<file path="src/rtl/cdc_src_handshake_if.sv">
// Signal bundle between the source-side CDC handshake block and its neighbours:
// the local word interface plus the request/data/acknowledge crossing bus.
interface cdc_src_handshake_if #(
  parameter int DATA_WIDTH = 8
);
  logic                  src_valid;
  logic                  src_ready;
  logic [DATA_WIDTH-1:0] src_data;
  logic                  xfer_req;
  logic [DATA_WIDTH-1:0] xfer_data;
  logic                  xfer_ack_async;
  logic                  src_done;
  logic                  err_clear;
  logic                  timeout_err;

  modport master (
    input  src_valid, src_data, xfer_ack_async, err_clear,
    output src_ready, xfer_req, xfer_data, src_done, timeout_err
  );

  modport slave (
    output src_valid, src_data, xfer_ack_async, err_clear,
    input  src_ready, xfer_req, xfer_data, src_done, timeout_err
  );
endinterface

</file>
<file path="src/rtl/cdc_src_handshake.sv">
// Launching half of a 4-phase multi-bit CDC handshake: holds a word on the
// crossing bus, raises a request level and waits for the synchronised ack.
module cdc_src_handshake #(
  parameter int DATA_WIDTH     = 8,
  parameter int SYNC_STAGES    = 2,
  parameter int TIMEOUT_CYCLES = 0,
  parameter int CNT_WIDTH      = 16
) (
  input  logic                src_clk,
  input  logic                src_reset,
  cdc_src_handshake_if.master bus
);

  typedef enum logic [1:0] {IDLE, REQ, RELEASE} state_t;

  state_t                 state_q, state_d;
  logic [SYNC_STAGES-1:0] sync_q;
  logic [SYNC_STAGES-1:0] flush_q;
  logic                   req_q, req_d;
  logic                   ready_q, ready_d;
  logic                   done_q, done_d;
  logic                   err_q, err_d;
  logic [DATA_WIDTH-1:0]  data_q, data_d;
  logic [CNT_WIDTH-1:0]   cnt_q, cnt_d;
  logic                   ack_s, ack_s_next, flushed_next;
  logic                   accept, timeout_hit;

  function automatic logic [CNT_WIDTH-1:0] sat_inc(input logic [CNT_WIDTH-1:0] v);
    return (v == {CNT_WIDTH{1'b1}}) ? v : v + 1'b1;
  endfunction

  assign ack_s        = sync_q[SYNC_STAGES-1];
  assign ack_s_next   = sync_q[SYNC_STAGES-2];
  // Ready stays low until the synchroniser holds an ack sampled after reset,
  // so a stale high ack at reset release can never launch a transfer.
  assign flushed_next = flush_q[SYNC_STAGES-2];
  assign accept       = (state_q == IDLE) && ready_q && bus.src_valid;
  assign timeout_hit  = (TIMEOUT_CYCLES != 0) && (state_q != IDLE) &&
                        (cnt_q == CNT_WIDTH'(TIMEOUT_CYCLES - 1));

  always_comb begin
    state_d = state_q;
    req_d   = req_q;
    data_d  = data_q;
    done_d  = 1'b0;
    case (state_q)
      IDLE: begin
        if (accept) begin
          state_d = REQ;
          req_d   = 1'b1;
          data_d  = bus.src_data;
        end
      end
      REQ: begin
        if (ack_s) begin
          state_d = RELEASE;
          req_d   = 1'b0;
        end
      end
      RELEASE: begin
        if (!ack_s) begin
          state_d = IDLE;
          done_d  = 1'b1;
        end
      end
      default: begin
        state_d = IDLE;
        req_d   = 1'b0;
      end
    endcase

    ready_d = (state_d == IDLE) && !ack_s_next && flushed_next;

    if ((state_d != state_q) || (state_q == IDLE)) cnt_d = '0;
    else                                           cnt_d = sat_inc(cnt_q);

    // A timeout landing on the same edge as a clear must stay visible.
    if (timeout_hit)        err_d = 1'b1;
    else if (bus.err_clear) err_d = 1'b0;
    else                    err_d = err_q;
  end

  always_ff @(posedge src_clk or posedge src_reset) begin
    if (src_reset) begin
      state_q <= IDLE;
      sync_q  <= '0;
      flush_q <= '0;
      req_q   <= 1'b0;
      ready_q <= 1'b0;
      done_q  <= 1'b0;
      err_q   <= 1'b0;
      data_q  <= '0;
      cnt_q   <= '0;
    end else begin
      state_q <= state_d;
      sync_q  <= {sync_q[SYNC_STAGES-2:0], bus.xfer_ack_async};
      flush_q <= {flush_q[SYNC_STAGES-2:0], 1'b1};
      req_q   <= req_d;
      ready_q <= ready_d;
      done_q  <= done_d;
      err_q   <= err_d;
      data_q  <= data_d;
      cnt_q   <= cnt_d;
    end
  end

  assign bus.src_ready   = ready_q;
  assign bus.xfer_req    = req_q;
  assign bus.xfer_data   = data_q;
  assign bus.src_done    = done_q;
  assign bus.timeout_err = err_q;

endmodule

</file>
<file path="src/flat_wrapper.sv">
// flat-port wrapper written by rule: the top's interface ports become plain ports
module cdc_src_handshake_flat 
#(
  parameter int DATA_WIDTH     = 8,
  parameter int SYNC_STAGES    = 2,
  parameter int TIMEOUT_CYCLES = 0,
  parameter int CNT_WIDTH      = 16
)
  (src_clk, src_reset, bus_src_valid, bus_src_data, bus_xfer_ack_async, bus_err_clear, bus_src_ready, bus_xfer_req, bus_xfer_data, bus_src_done, bus_timeout_err);
  cdc_src_handshake_if #(.DATA_WIDTH(DATA_WIDTH)) bus_i ();
  input  logic src_clk;
  input  logic src_reset;
  input wire logic [$bits(bus_i.src_valid)-1:0] bus_src_valid;
  input wire logic [$bits(bus_i.src_data)-1:0] bus_src_data;
  input wire logic [$bits(bus_i.xfer_ack_async)-1:0] bus_xfer_ack_async;
  input wire logic [$bits(bus_i.err_clear)-1:0] bus_err_clear;
  output wire logic [$bits(bus_i.src_ready)-1:0] bus_src_ready;
  output wire logic [$bits(bus_i.xfer_req)-1:0] bus_xfer_req;
  output wire logic [$bits(bus_i.xfer_data)-1:0] bus_xfer_data;
  output wire logic [$bits(bus_i.src_done)-1:0] bus_src_done;
  output wire logic [$bits(bus_i.timeout_err)-1:0] bus_timeout_err;
  assign bus_i.src_valid = bus_src_valid;
  assign bus_i.src_data = bus_src_data;
  assign bus_i.xfer_ack_async = bus_xfer_ack_async;
  assign bus_i.err_clear = bus_err_clear;
  assign bus_src_ready = bus_i.src_ready;
  assign bus_xfer_req = bus_i.xfer_req;
  assign bus_xfer_data = bus_i.xfer_data;
  assign bus_src_done = bus_i.src_done;
  assign bus_timeout_err = bus_i.timeout_err;
  cdc_src_handshake #(.DATA_WIDTH(DATA_WIDTH), .SYNC_STAGES(SYNC_STAGES), .TIMEOUT_CYCLES(TIMEOUT_CYCLES), .CNT_WIDTH(CNT_WIDTH)) u_core (.src_clk(src_clk), .src_reset(src_reset), .bus(bus_i));
endmodule
</file>
<file path="config.mk">
export PLATFORM = sky130hd
export DESIGN_NAME = cdc_src_handshake_flat
export DESIGN_NICKNAME = d
export VERILOG_FILES = /design/src/rtl/cdc_src_handshake_if.sv /design/src/rtl/cdc_src_handshake.sv /design/src/flat_wrapper.sv
export SDC_FILE = /design/constraint.sdc
export NUM_CORES = 1
export LEC_CHECK = 0
export BUFFER_PORTS_ARGS = -buffer_cell sky130_fd_sc_hd__buf_2
export CAP_MARGIN = 20
export CORE_MARGIN = 5
export CORE_UTILIZATION = 44
export CTS_CLUSTER_SIZE = 10
export DETAILED_ROUTE_END_ITERATION = 10
export GPL_TIMING_DRIVEN = 0
export HOLD_SLACK_MARGIN = 0.03
export MAX_ROUTING_LAYER = met4
export PLACE_DENSITY = 0.82
export SKIP_LAST_GASP = 1
export SLEW_MARGIN = 20
export SYNTH_ARGS = -nofsm -noshare
export SYNTH_HDL_FRONTEND = slang
export SYNTH_SLANG_ARGS = --single-unit
</file>
<file path="constraint.sdc">
create_clock -name src_clk -period 1.6 [get_ports src_clk]
set_clock_uncertainty 0.1 [all_clocks]
set_input_delay 0.08 -clock src_clk [delete_from_list [all_inputs] [get_ports src_clk]]
set_output_delay 0.08 -clock src_clk [all_outputs]
set_load 0.02 [all_outputs]
</file>
==> metrics.txt <==
first-pass GRT wire length ~1800 um; Root Buffer clkbuf_4; Port Buffers 22; Post-CTS Resized 0; CTS buffer count 3; utilization after layout 0.6629; Detail Route Antenna Nets 0; flop2flop setup slack 0.06 ns; Worst R2R End u_core.bus.xfer_data[5]$_DFFE_PP0P_; Nets 91; Clock Tree Buf Depth 2; vias in the first global route 444; HP Class in2reg; final instance area 873.3 sq um; crit path launch u_core.state_q[1]$_DFF_PP0_; period utilization 0.9610; DR vias 425; final HPWL from detailed placement 797.2 um; fin. max-slew vios 0; Post-synth top cells dfrtp_1, mux2_2, conb_1; synth warn 0; unrepaired setup endpoints after global routing false; Mapped Avg Cell Area 15.36 sq um; CP Data Arrival Time 1.60 ns; Post-Syn Area between 600 and 700 sq um; diodes inserted 0; sequential share of the synthesized area 0.6517; max-cap viol count 0; clk_lat worst skew about 0.28 ns; Reg2Reg Depth 3; P&R area growth vs syn 42.16%; Leak 0.4274 nW; antenna violations before repair 0; count of final setup violators 0; most frequent cell after synthesis dfrtp_1; Yosys reg bits 16; CP Max Fanout 10; DR vias/cell 4.670; Post-synth EDFFs 0; Clock transition at path regs ~0.090 ns; residual DRC count 0; DRT iter0 DRCs 6; Mapped Cells 40; routability cong. 0.7106; fmax 0.6504 GHz; CTS tree yes; die area 2243 sq um; H-tree Lvls 1; Cell Pwr Density approximately 1400 nW/um^2; wire length per cell 12.54 um; min cycle time layout 1.538 ns; Post-Route WL approximately 1100 um; Clock Sinks 16; Final Hold Viols 0; layout cells sized above 1 0.4868; die width around 47 um; Tot Pwr 0.001183 W; Least-Margin Pin Slew around 0.58 ns; starting density of the core 0.4663; worst vdd ir 0.6704 mV; run status completed; Main synth FF type dfrtp_1; setup_tns 0 ns; global route total overflow 0; crit path to u_core.bus.xfer_data[5]$_DFFE_PP0P_; top cells by area, synth dfrtp_1, mux2_2, nor4bb_4; dpl cell area 743.2 sq um; I/O Pins 25; critical register-to-register path startpoint u_core.state_q[1]$_DFF_PP0_; Worst slew margin 0.6161; Total GRT Usage 0.1258; Post-Syn Nets 53; Yosys top cell by area dfrtp_1; Rows 13; Min-Delay Path Depth 4; largest net degree at the start of global routing 17; CP endpoint kind flop; Startpoint Class flop; WP data required 1.66 ns; asr flop ratio synth 1.000; share of the synthesized area in the top cell type 0.6517; detailed-router iteration count before antenna repair 3; Core Region 1318 sq um; critical path class reg2reg; Filler cells 99; Netlist cell types 17; Die Ht 47.37 um
==> critical path: stages (launching register included) <==
cell and delay, ns:
dfrtp_1 0.45, nor4bb_4 0.35, buf_6 0.19, mux2_2 0.33
==> what timing repair did <==
item                                    4_1_cts  5_1_grt
hold buffers                                 10        0
buffers inserted                              0        1
hold endpoints to repair                     25        0
endpoints found under the setup margin        0        2
==> cell usage in the layout (no fill, tap or decap), types with 2 or more instances in the layout <==
cell	n
dlygate4sd3_1	10
mux2_2	8
conb_1	2
clkbuf_4	3
buf_4	2
dfrtp_1	16
buf_2	22
==> kinds of logic (layout without fill, tap and decap cells) <==
family,Yosys count,in the layout,share of synthesized area
buf+inv,3,39,0.03666
compound gates,4,4,0.04481
simple gates,7,7,0.1080
mux,8,8,0.1466
flops,16,16,0.6517
other cells,2,2,0.01222
==> final cells by class <==
| type | instances | area [sq um] | share of cell area |
|---|---|---|---|
| flip-flops and latches | 16 | 400.4 | 0.4585 |
| repair buffers | 33 | 217.7 | 0.2493 |
| multi-input cells | 21 | 191.4 | 0.2192 |
| clock buffers | 3 | 22.52 | 0.02579 |
| plain buffers | 2 | 18.77 | 0.02149 |
| well taps | 15 | 18.77 | 0.02149 |
| inverters | 1 | 3.754 | 0.004298 |
==> flip-flops by register name, summed over array words and instances, names as in the netlist <==
name and count:
u_core.bus.xfer_data 8, u_core.bus.src_done 1, u_core.state_q 2, u_core.sync_q 2, u_core.flush_q 1, u_core.bus.src_ready 1, u_core.bus.xfer_req 1
==> power by group <==
part	switching, W	internal [W]
Combinational	0.000219	0.000188
Sequential	0.0000584	0.000515
Clock	0.000115	0.0000871
Total	0.000392	0.000790
==> layer usage <==
layer | track usage | share of wire | vias to the layer above | routed length, um
met3 | 0.02299 | 0.083 | 2 | 95
met4 | 0.08287 | 0.0096 | 0 | 11
met2 | 0.2005 | 0.49 | 18 | 554
met1 | 0.1418 | 0.42 | 199 | 480
li1 | - | - | 206 | -
met5 | - | 0 | - | 0
==> how the worst min path moves through the flow <==
stage / slack, ns / start / endpoint
6_report: 0.27 / bus_src_valid / u_core.state_q[0]$_DFF_PP0_
5_1_grt: 0.28 / bus_src_valid / u_core.state_q[0]$_DFF_PP0_
4_1_cts: 0.18 / bus_src_valid / u_core.bus.xfer_data[4]$_DFFE_PP0P_
3_5_place_dp: 0.08 / src_reset / u_core.sync_q[0]$_DFF_PP0_
3_3_place_gp: 0.07 / src_reset / u_core.bus.xfer_data[2]$_DFFE_PP0P_
2_1_floorplan: -0.11 / src_reset / u_core.bus.src_done$_DFF_PP0_
==> per-stage QoR <==
step,instances,hold WS [ns],setup slack [ns]
detailed placement,77,0.07576,0.05560
finish,91,0.2703,0.06238
CTS,90,0.1841,0.04241
global placement,77,0.07093,0.07864
floorplan,40,-0.1063,0.1041
global route,91,0.2775,0.008659
No activity file was read; power rests on OpenSTA's default activity.
